--- src/rtl/irq_ctrl.sv ---
// Machine-mode interrupt controller: samples irq lines into mip, arbitrates MEI > MSI > MTI,
// holds a trap request until acknowledged and enforces a holdoff after MRET. Option: IRQ_SYNC_EN.
module irq_ctrl #(
   parameter int unsigned INT_HOLDOFF = 2
) (
   input  logic       clk,
   input  logic       reset_n,
   input  logic       irq_ext_i,
   input  logic       irq_tim_i,
   input  logic       irq_sw_i,
   input  logic [2:0] mie_i,
   input  logic       mstatus_mie_i,
   input  logic       int_ack_i,
   input  logic       mret_i,
   output logic [2:0] mip_o,
   output logic       int_req_o,
   output logic [4:0] int_code_o,
   output logic       wfi_wake_o
);

   localparam logic [4:0] M_EXT_INT = 5'd11;
   localparam logic [4:0] M_SW_INT  = 5'd3;
   localparam logic [4:0] M_TIM_INT = 5'd7;

   typedef enum logic [1:0] {IDLE, REQ, IN_TRAP, HOLDOFF} state_t;

   state_t     state_q, state_d;
   logic [3:0] cnt_q, cnt_d;
   logic [4:0] code_q, code_d;
   logic       int_req_q;
   logic [2:0] mip_q;
   logic [2:0] irq_raw;
   logic [2:0] pend_en;
   logic       latched_live;
   logic [4:0] prio_code;

   assign irq_raw = {irq_ext_i, irq_tim_i, irq_sw_i};

`ifdef IRQ_SYNC_EN
   logic [2:0] sync_q;

   always_ff @(posedge clk or negedge reset_n) begin
      if (!reset_n) begin
         sync_q <= '0;
         mip_q  <= '0;
      end else begin
         sync_q <= irq_raw;
         mip_q  <= sync_q;
      end
   end
`else
   always_ff @(posedge clk or negedge reset_n) begin
      if (!reset_n) mip_q <= '0;
      else          mip_q <= irq_raw;
   end
`endif

   assign pend_en = mip_q & mie_i;

   always_comb begin
      if (pend_en[2])      prio_code = M_EXT_INT;
      else if (pend_en[0]) prio_code = M_SW_INT;
      else                 prio_code = M_TIM_INT;
   end

   // Withdrawal looks only at the cause already latched, not at whatever is now highest.
   always_comb begin
      case (code_q)
         M_EXT_INT: latched_live = pend_en[2];
         M_TIM_INT: latched_live = pend_en[1];
         M_SW_INT:  latched_live = pend_en[0];
         default:   latched_live = 1'b0;
      endcase
   end

   always_ff @(posedge clk or negedge reset_n) begin
      if (!reset_n) begin
         state_q   <= IDLE;
         cnt_q     <= '0;
         code_q    <= '0;
         int_req_q <= 1'b0;
      end else begin
         state_q   <= state_d;
         cnt_q     <= cnt_d;
         code_q    <= code_d;
         int_req_q <= (state_d == REQ);
      end
   end

   always_comb begin
      state_d = state_q;
      cnt_d   = cnt_q;
      code_d  = code_q;
      case (state_q)
         IDLE: begin
            if (|pend_en && mstatus_mie_i) begin
               state_d = REQ;
               code_d  = prio_code;
            end
         end
         REQ: begin
            if (int_ack_i)                           state_d = IN_TRAP;
            else if (!latched_live || !mstatus_mie_i) state_d = IDLE;
         end
         IN_TRAP: begin
            if (mret_i) begin
               if (INT_HOLDOFF == 0) begin
                  state_d = IDLE;
               end else begin
                  state_d = HOLDOFF;
                  cnt_d   = 4'(INT_HOLDOFF);
               end
            end
         end
         HOLDOFF: begin
            cnt_d = cnt_q - 4'd1;
            if (cnt_q == 4'd1) state_d = IDLE;
         end
         default: state_d = IDLE;
      endcase
   end

   always_comb begin
      mip_o      = mip_q;
      int_req_o  = int_req_q;
      int_code_o = code_q;
      wfi_wake_o = |pend_en;
   end

endmodule

--- config.mk ---
export PLATFORM = sky130hd
export DESIGN_NAME = irq_ctrl
export DESIGN_NICKNAME = d
export VERILOG_FILES = /design/src/rtl/irq_ctrl.sv
export SDC_FILE = /design/constraint.sdc
export NUM_CORES = 1
export LEC_CHECK = 0
export ABC_AREA = 1
export CAP_MARGIN = 20
export CORE_MARGIN = 1.5
export CORE_UTILIZATION = 30
export CTS_CLUSTER_DIAMETER = 150
export DETAILED_ROUTE_END_ITERATION = 8
export GPL_ROUTABILITY_DRIVEN = 0
export SLEW_MARGIN = 20
export SYNTH_ARGS = -nofsm -noshare
export SYNTH_HDL_FRONTEND = slang
export SYNTH_SLANG_ARGS = --single-unit
export TNS_END_PERCENT = 20
--- constraint.sdc ---
create_clock -name clk -period 1.35 [get_ports clk]
set_input_delay 0.2025 -clock clk [delete_from_list [all_inputs] [get_ports clk]]
set_output_delay 0.2025 -clock clk [all_outputs]
set_load 0.05 [all_outputs]
==> metrics.md, run 1 <==
| Metric | Value |
|---|---|
| Net Sw Power | 0.798 mW |
| Initial antenna violation count | 0 |
| Die Ht | 49.4 um |
| Clk root buf | clkbuf_4 |
| Register share of total power | 36.2% |
| Fillers | between 150 and 200 |
| Worst-path cell chain | nand2_1, nand3_4, buf_12 |
| DRT Pass-1 Iters | 4 |
| CORE AREA | 0.00200 mm^2 |
| Number of buffers added for setup after CTS | 0 |
| Synth warnings | 0 |
| Setup Viol. Count Final | 0 |
| Number of synthesized register bits | 13 |
| Clock Power Share | 13.4% |
| Synthesized netlist net count | 87 |
| Clk_lat worst skew | 280 ps |
| CP required | 1150 ps |
| Worst Clk Skew | just over 2 ps |
| Crit-path max FO | 3 |
| Crit start category | flip-flop |
| Register area share after synthesis | 50.4% |
| Synth async-reset ratio | between 90% and 100% |
| Final Hold Fails | 0 |
| Placed cells | ~120 |
| Num rows | 16 |
| IO Count | 21 |
| Worst Hold Class | input port to asynchronous set/reset pin |
| Post-synth EDFFs | 0 |
| Via count | 576 |
| Largest stage delay on the critical path | ~450 ps |
| WP data arrival | 1100 ps |
| Clock input transition at the sequential cells of the worst setup and hold paths | 80 ps |
| Fin crit share | between 90% and 100% |
| Top Family by Delay on Critical Path | flip-flops |
| Post-synthesis cell area | 646 um^2 |
| Die Area | 0.00244 mm^2 |
| Post-Syn Instances | 74 |
| Pint | 1.02 mW |
| Simple-gate share of the synthesized area | 21.5% |
| GRT Resource Usage Total | 14.9% |
| DRC errors left | 0 |
| Vias in the first global route | 585 |
| Comb power frac | 50.4% |
| CP Class | flip-flop to output port |
| Final setup TNS | 0 ps |
| WL final | 1.44 mm |
| Placed cell areas | 965 um^2 |
| Total CTS buffers | 3 |
| Share of cells above drive strength 1 | 33.3% |
| Buffers on Ports | 19 |
| Post-synthesis compound-gate area fraction | around 12% |
| Xor/xnor share of the synthesized area | 0% |
| CTS sink cnt | 13 |
| Post-Synth Adder-Cell Area | 3.88% |
| Number of diodes | 0 |
| Via density | 4.68 |
| F_max | around 770 MHz |
| Status | finished, final reports clean |
| Area growth, synth to finish | 54.3% |
| Largest net degree at the start of global routing | 14 |
| Clock buffer depth | 2 |
| First-pass GRT wire length | approximately 2.7 mm |
| Crit. End Element | output port |
| Drt initial violations | 11 |
| Final std cells w/o fill | 123 |
| ANT nets after route | 0 |
| Mux cell area share after synthesis | 0% |
| Unrepaired setup endpoints after global routing | false |
| Layout Nets | 110 |
| Slowest-stage cell, CP | dfrtp_2 |
| Post-route cell area | about 1000 um^2 |
| Ys flop type | dfrtp_1 |
| Synth unique cells | 21 |
| Mean Syn Cell Area | about 8.7 um^2 |
| Post-DP HPWL | between 1 and 1.5 mm |
| GRT overflow | 0 |
| Fin. max-slew vios | 0 |
| Power per cell area | 1830 mW/mm^2 |
| Post-CTS Hold Buffers | 0 |
| Avg WL per Cell | 11.7 um |
| # H-tree levels | 1 |
| Largest family of logic cells by synthesized area | simple AND/OR/NAND/NOR gates |
| Crit path time final | 1300 ps |
| Max cap viols | 0 |
| WP buf/inv | 1 |
| Leak | 0.463 nW |
| Initial core utilization | 32.2% |
| Chip width | 49.4 um |
| Sw frac | 43.8% |
| CTS tree | done |
| Worst vdd ir | 0.000839 V |
==> metrics by stage <==
stage / hold WS [ps] / util, % / total power, mW / setup slack, ps
2_1_floorplan: -93.1 / - / 1.26 / 21.0
3_3_place_gp: 495 / 48.2 / 1.56 / 13.4
3_5_place_dp: 499 / 48.2 / 1.58 / -0.0645
4_1_cts: 214 / 49.6 / 1.85 / 0.410
5_1_grt: 226 / 49.8 / 1.98 / 5.10
6_report: 217 / 49.8 / 1.82 / 48.1
==> area by class of cell <==
cell class | count | area (um^2) | share of cell area, %
inverter | 13 | 48.8 | 4.90
multi-input combinational | 45 | 263 | 26.4
timing repair buffer | 21 | 295 | 29.6
tap | 27 | 33.8 | 3.39
sequential | 13 | 329 | 33.0
clock buffer | 4 | 26.3 | 2.64
==> repair_timing <==
item / in CTS / in global routing
resized for setup: 1 / 1
gates cloned: 0 / 0
endpoints found under the setup margin: 1 / 1
==> synth_stat cells (3+ instances only) <==
cell type,count,area [um^2]
dfrtp_1,13,325
a21oi_1,7,35.0
nor2_1,5,18.8
inv_1,7,26.3
nand3_1,5,25.0
inv_2,5,18.8
o21ai_1,3,15.0
nand2_1,10,37.5
nand2_2,3,18.8
==> power by group through the flow <==
stage / combinational (mW) / sequential (mW) / clock [mW]
detailed placement: 0.917 / 0.664 / 0
CTS: 0.927 / 0.661 / 0.259
floorplan: 0.525 / 0.736 / 0
finish: 0.918 / 0.660 / 0.244
global placement: 0.892 / 0.663 / 0
global route: 1.03 / 0.678 / 0.277
==> flip-flops by register name (all words and copies together), names as in the netlist <==
name,count
mip_o,3
state_q,2
int_req_o,1
int_code_o,3
cnt_q,4
==> kinds of logic (layout without fill, tap and decap cells) <==
group	count (synthesis)	after routing
other	1	1
and+or+nand+nor	28	28
adders and majority gates	2	2
DFF	13	13
buffers and inverters	16	38
AOI/OAI and AO/OA	14	14
==> path summary, 6_finish.rpt <==
kind	slack [ps]	to	startpoint	cells after the start
setup / recovery	50	wfi_wake_o	mip_o[1]	3
hold / removal	220	mip_o[0]	reset_n	2
setup reg to reg	120	int_req_o	cnt_q[1]	9
hold reg to reg	540	cnt_q[0]	cnt_q[0]	1
max in group asynchronous	960	mip_o[1]	reset_n	2
min in group clk	350	mip_o[1]	irq_tim_i	1
==> per-layer routing <==
metal	up-vias	share of wire, %	global-route usage [%]
met5	-	0	0
met4	0	2.6	12.0
met3	4	3.5	2.45
met2	14	54	23.2
met1	278	40	17.9
li1	280	-	-
==> layout by cell type, fill, tap and decap left out, drive strengths merged <==
| master | count |
|---|---|
| o21ai | 4 |
| clkbuf | 4 |
| nand3 | 7 |
| clkinv | 1 |
| buf | 11 |
| ha | 2 |
| clkdlybuf4s50 | 10 |
| dfrtp | 13 |
| nand2 | 13 |
| nand4 | 1 |
| nor2 | 7 |
| conb | 1 |
| inv | 12 |
| a31o | 1 |
| o22ai | 1 |
| a21oi | 7 |
| a22oi | 1 |
Note: power is estimated with default switching activity, not from simulation.
==> run 2, diff against run 1 <==
--- a/config.mk
+++ b/config.mk
@@ -7,11 +7,11 @@
 export LEC_CHECK = 0
 export ABC_AREA = 1
 export CAP_MARGIN = 20
-export CORE_MARGIN = 1.5
 export CORE_UTILIZATION = 30
 export CTS_CLUSTER_DIAMETER = 150
 export DETAILED_ROUTE_END_ITERATION = 8
 export GPL_ROUTABILITY_DRIVEN = 0
+export MAX_ROUTING_LAYER = met4
 export SLEW_MARGIN = 20
 export SYNTH_ARGS = -nofsm -noshare
 export SYNTH_HDL_FRONTEND = slang
==> run 2 against run 1 <==
  * Worst hold slack better by 6.7 ps
  * Sequential power hardly changed
  * Via count is 6.1% lower
  * Design area stayed put
  * Non-clock buffer count stayed put
  * Count of clock-buffer cells in the layout stayed put
  * Register-to-register slack better by 50 ps
  * Fmax is 0.20% lower
  * Setup slack worse by 2.6 ps
  * Critical path depth stayed put
  * Clock power is 2% lower
==> metrics.md, run 2 (synthesis gave the netlist of run 1 again) <==
| Metric | Value |
|---|---|
| Initial antenna violation count | 0 (unchanged) |
| WP data arrival | 1100 ps (about the same) |
| Status | finished, final reports clean (unchanged) |
| Sw frac | 43.1% (was 43.8%) |
| Num rows | 16 (unchanged) |
| Unrepaired setup endpoints after global routing | false (unchanged) |
| Fillers | 193 (was 186) |
| Share of cells above drive strength 1 | 33.3% (unchanged) |
| Most frequent cells in the layout | 10 x dfrtp_1, 10 x clkdlybuf4s50_1, 9 x buf_12 (unchanged) |
| First-pass GRT wire length | 2.57 mm (was 2.66 mm) |
| GRT Resource Usage Total | 14.9% (about the same) |
| Number of buffers added for setup after CTS | 0 (unchanged) |
| Largest reg by FF count | cnt_q (unchanged) |
| GRT overflow | 0 (unchanged) |
| R2R Path End | int_req_o (unchanged) |
| Post-CTS Hold Buffers | 0 (unchanged) |
| Largest net degree at the start of global routing | 14 (unchanged) |
| Leak | 0.463 nW (unchanged) |
| CP required | 1150 ps (about the same) |
| Clock Power Share | 13.3% (was 13.4%) |
| Placed cell areas | 965 um^2 (unchanged) |
| Pint | 1.02 mW (about the same) |
| Final setup TNS | 0 ps (unchanged) |
| Via density | 4.40 (was 4.68) |
| DRT Pass-1 Iters | 4 (unchanged) |
| # H-tree levels | 1 (unchanged) |
| Initial core utilization | 32.2% (unchanged) |
| Power per cell area | 1810 mW/mm^2 (was 1830 mW/mm^2) |
| CORE AREA | 0.00200 mm^2 (unchanged) |
| Net Sw Power | 0.776 mW (was 0.798 mW) |
| Chip width | 48.4 um (was 49.4 um) |
| CP Class | flip-flop to output port (unchanged) |
| Crit start category | flip-flop (unchanged) |
| IO Count | 21 (unchanged) |
| Area growth, synth to finish | 54.3% (unchanged) |
| Die Area | 0.00234 mm^2 (was 0.00244 mm^2) |
| Post-route cell area | 996 um^2 (unchanged) |
| F_max | 767 MHz (was 768 MHz) |
| Register share of total power | 36.6% (was 36.2%) |
| Worst vdd ir | 0.000902 V (was 0.000839 V) |
| Clock buffer depth | 2 (unchanged) |
| Setup Viol. Count Final | 0 (unchanged) |
| Number of diodes | 0 (unchanged) |
| Crit path time final | 1300 ps (about the same) |
| DRC errors left | 0 (unchanged) |
| Drt initial violations | 8 (was 11) |
| Crit. End Element | output port (unchanged) |
| Clock input transition at the sequential cells of the worst setup and hold paths | 80 ps (about the same) |
| ANT nets after route | 0 (unchanged) |
| Fin crit share | 96.6% (was 96.4%) |
| CTS sink cnt | 13 (unchanged) |
| Buffers on Ports | 19 (unchanged) |
| Layout Nets | 110 (unchanged) |
| Comb power frac | 50.2% (was 50.4%) |
| Reg2reg start | cnt_q[1] (unchanged) |
| Largest register FFs | 4 (unchanged) |
| Crit-path max FO | 3 (unchanged) |
| WL final | 1.32 mm (was 1.44 mm) |
| Final Hold Fails | 0 (unchanged) |
| Avg WL per Cell | 10.7 um (was 11.7 um) |
| Flop-to-flop setup slack | 170 ps (was 120 ps) |
| Post-DP HPWL | 1.11 mm (about the same) |
| Worst Hold Class | input port to asynchronous set/reset pin (unchanged) |
| Via count | 541 (was 576) |
| Max cap viols | 0 (unchanged) |
| CTS tree | done (unchanged) |
| Fin. max-slew vios | 0 (unchanged) |
| Clk_lat worst skew | 270 ps (was 280 ps) |
| Total CTS buffers | 3 (unchanged) |
| Clk root buf | clkbuf_4 (unchanged) |
| Die Ht | 48.4 um (was 49.4 um) |
| Reg2reg path depth | 9 (unchanged) |
| Vias in the first global route | 558 (was 585) |
| Worst Clk Skew | 2.21 ps (was 2.06 ps) |
[run 2: layout make-up]
type,instances,area (um^2),area share (%)
Sequential cell,13,329,33.0
Timing Repair Buffer,21,295,29.6
Multi-Input combinational cell,45,263,26.4
Inverter,13,48.8,4.90
Tap cell,27,33.8,3.39
Clock buffer,4,26.3,2.64
[run 2: worst max-delay path by stage]
stage	from	endpoint	slack, ps	cells past startpoint
2_1_floorplan	mip_o[2]	int_req_o	20	6
3_3_place_gp	mie_i[0]	int_code_o[2]	10	6
3_5_place_dp	mie_i[1]	int_code_o[2]	3	6
4_1_cts	mip_o[2]	wfi_wake_o	10	3
5_1_grt	mip_o[1]	wfi_wake_o	1	3
6_report	mip_o[1]	wfi_wake_o	50	3
[run 2: per-stage QoR]
step,cells,power [mW],utilization (%),setup slack [ps],hold WS [ps]
after floorplan,74,1.26,-,21.0,-93.1
after global placement,119,1.56,48.2,13.0,496
after detailed placement,119,1.58,48.2,3.09,499
after CTS,123,1.82,49.6,14.1,225
after global routing,123,1.98,49.8,1.36,237
final,123,1.80,49.8,45.5,224
[run 2: critical path, stage by stage (launching register included)]
cell and delay, ps:
dfrtp_2 440, nand2_1 130, nand3_4 100, buf_12 160
[run 2: metal layers]
| metal | part of all wire, % | track usage [%] |
|---|---|---|
| met3 | 4.6 | 4.72 |
| met5 | 0 | - |
| met1 | 44 | 17.9 |
| met4 | 1.1 | 7.35 |
| met2 | 51 | 22.5 |
[run 2: power groups by stage]
stage	Sequential (mW)	Combinational (mW)	Clock (mW)
floorplan	0.736	0.525	0
detailed placement	0.667	0.908	0
finish	0.658	0.902	0.238
global placement	0.663	0.892	0
CTS	0.658	0.914	0.248
global route	0.677	1.02	0.279
[run 2: timing repair]
item,4_1_cts,5_1_grt
endpoints found under the setup margin,1,1
resized for setup,1,1
endpoints found under the hold margin,0,0
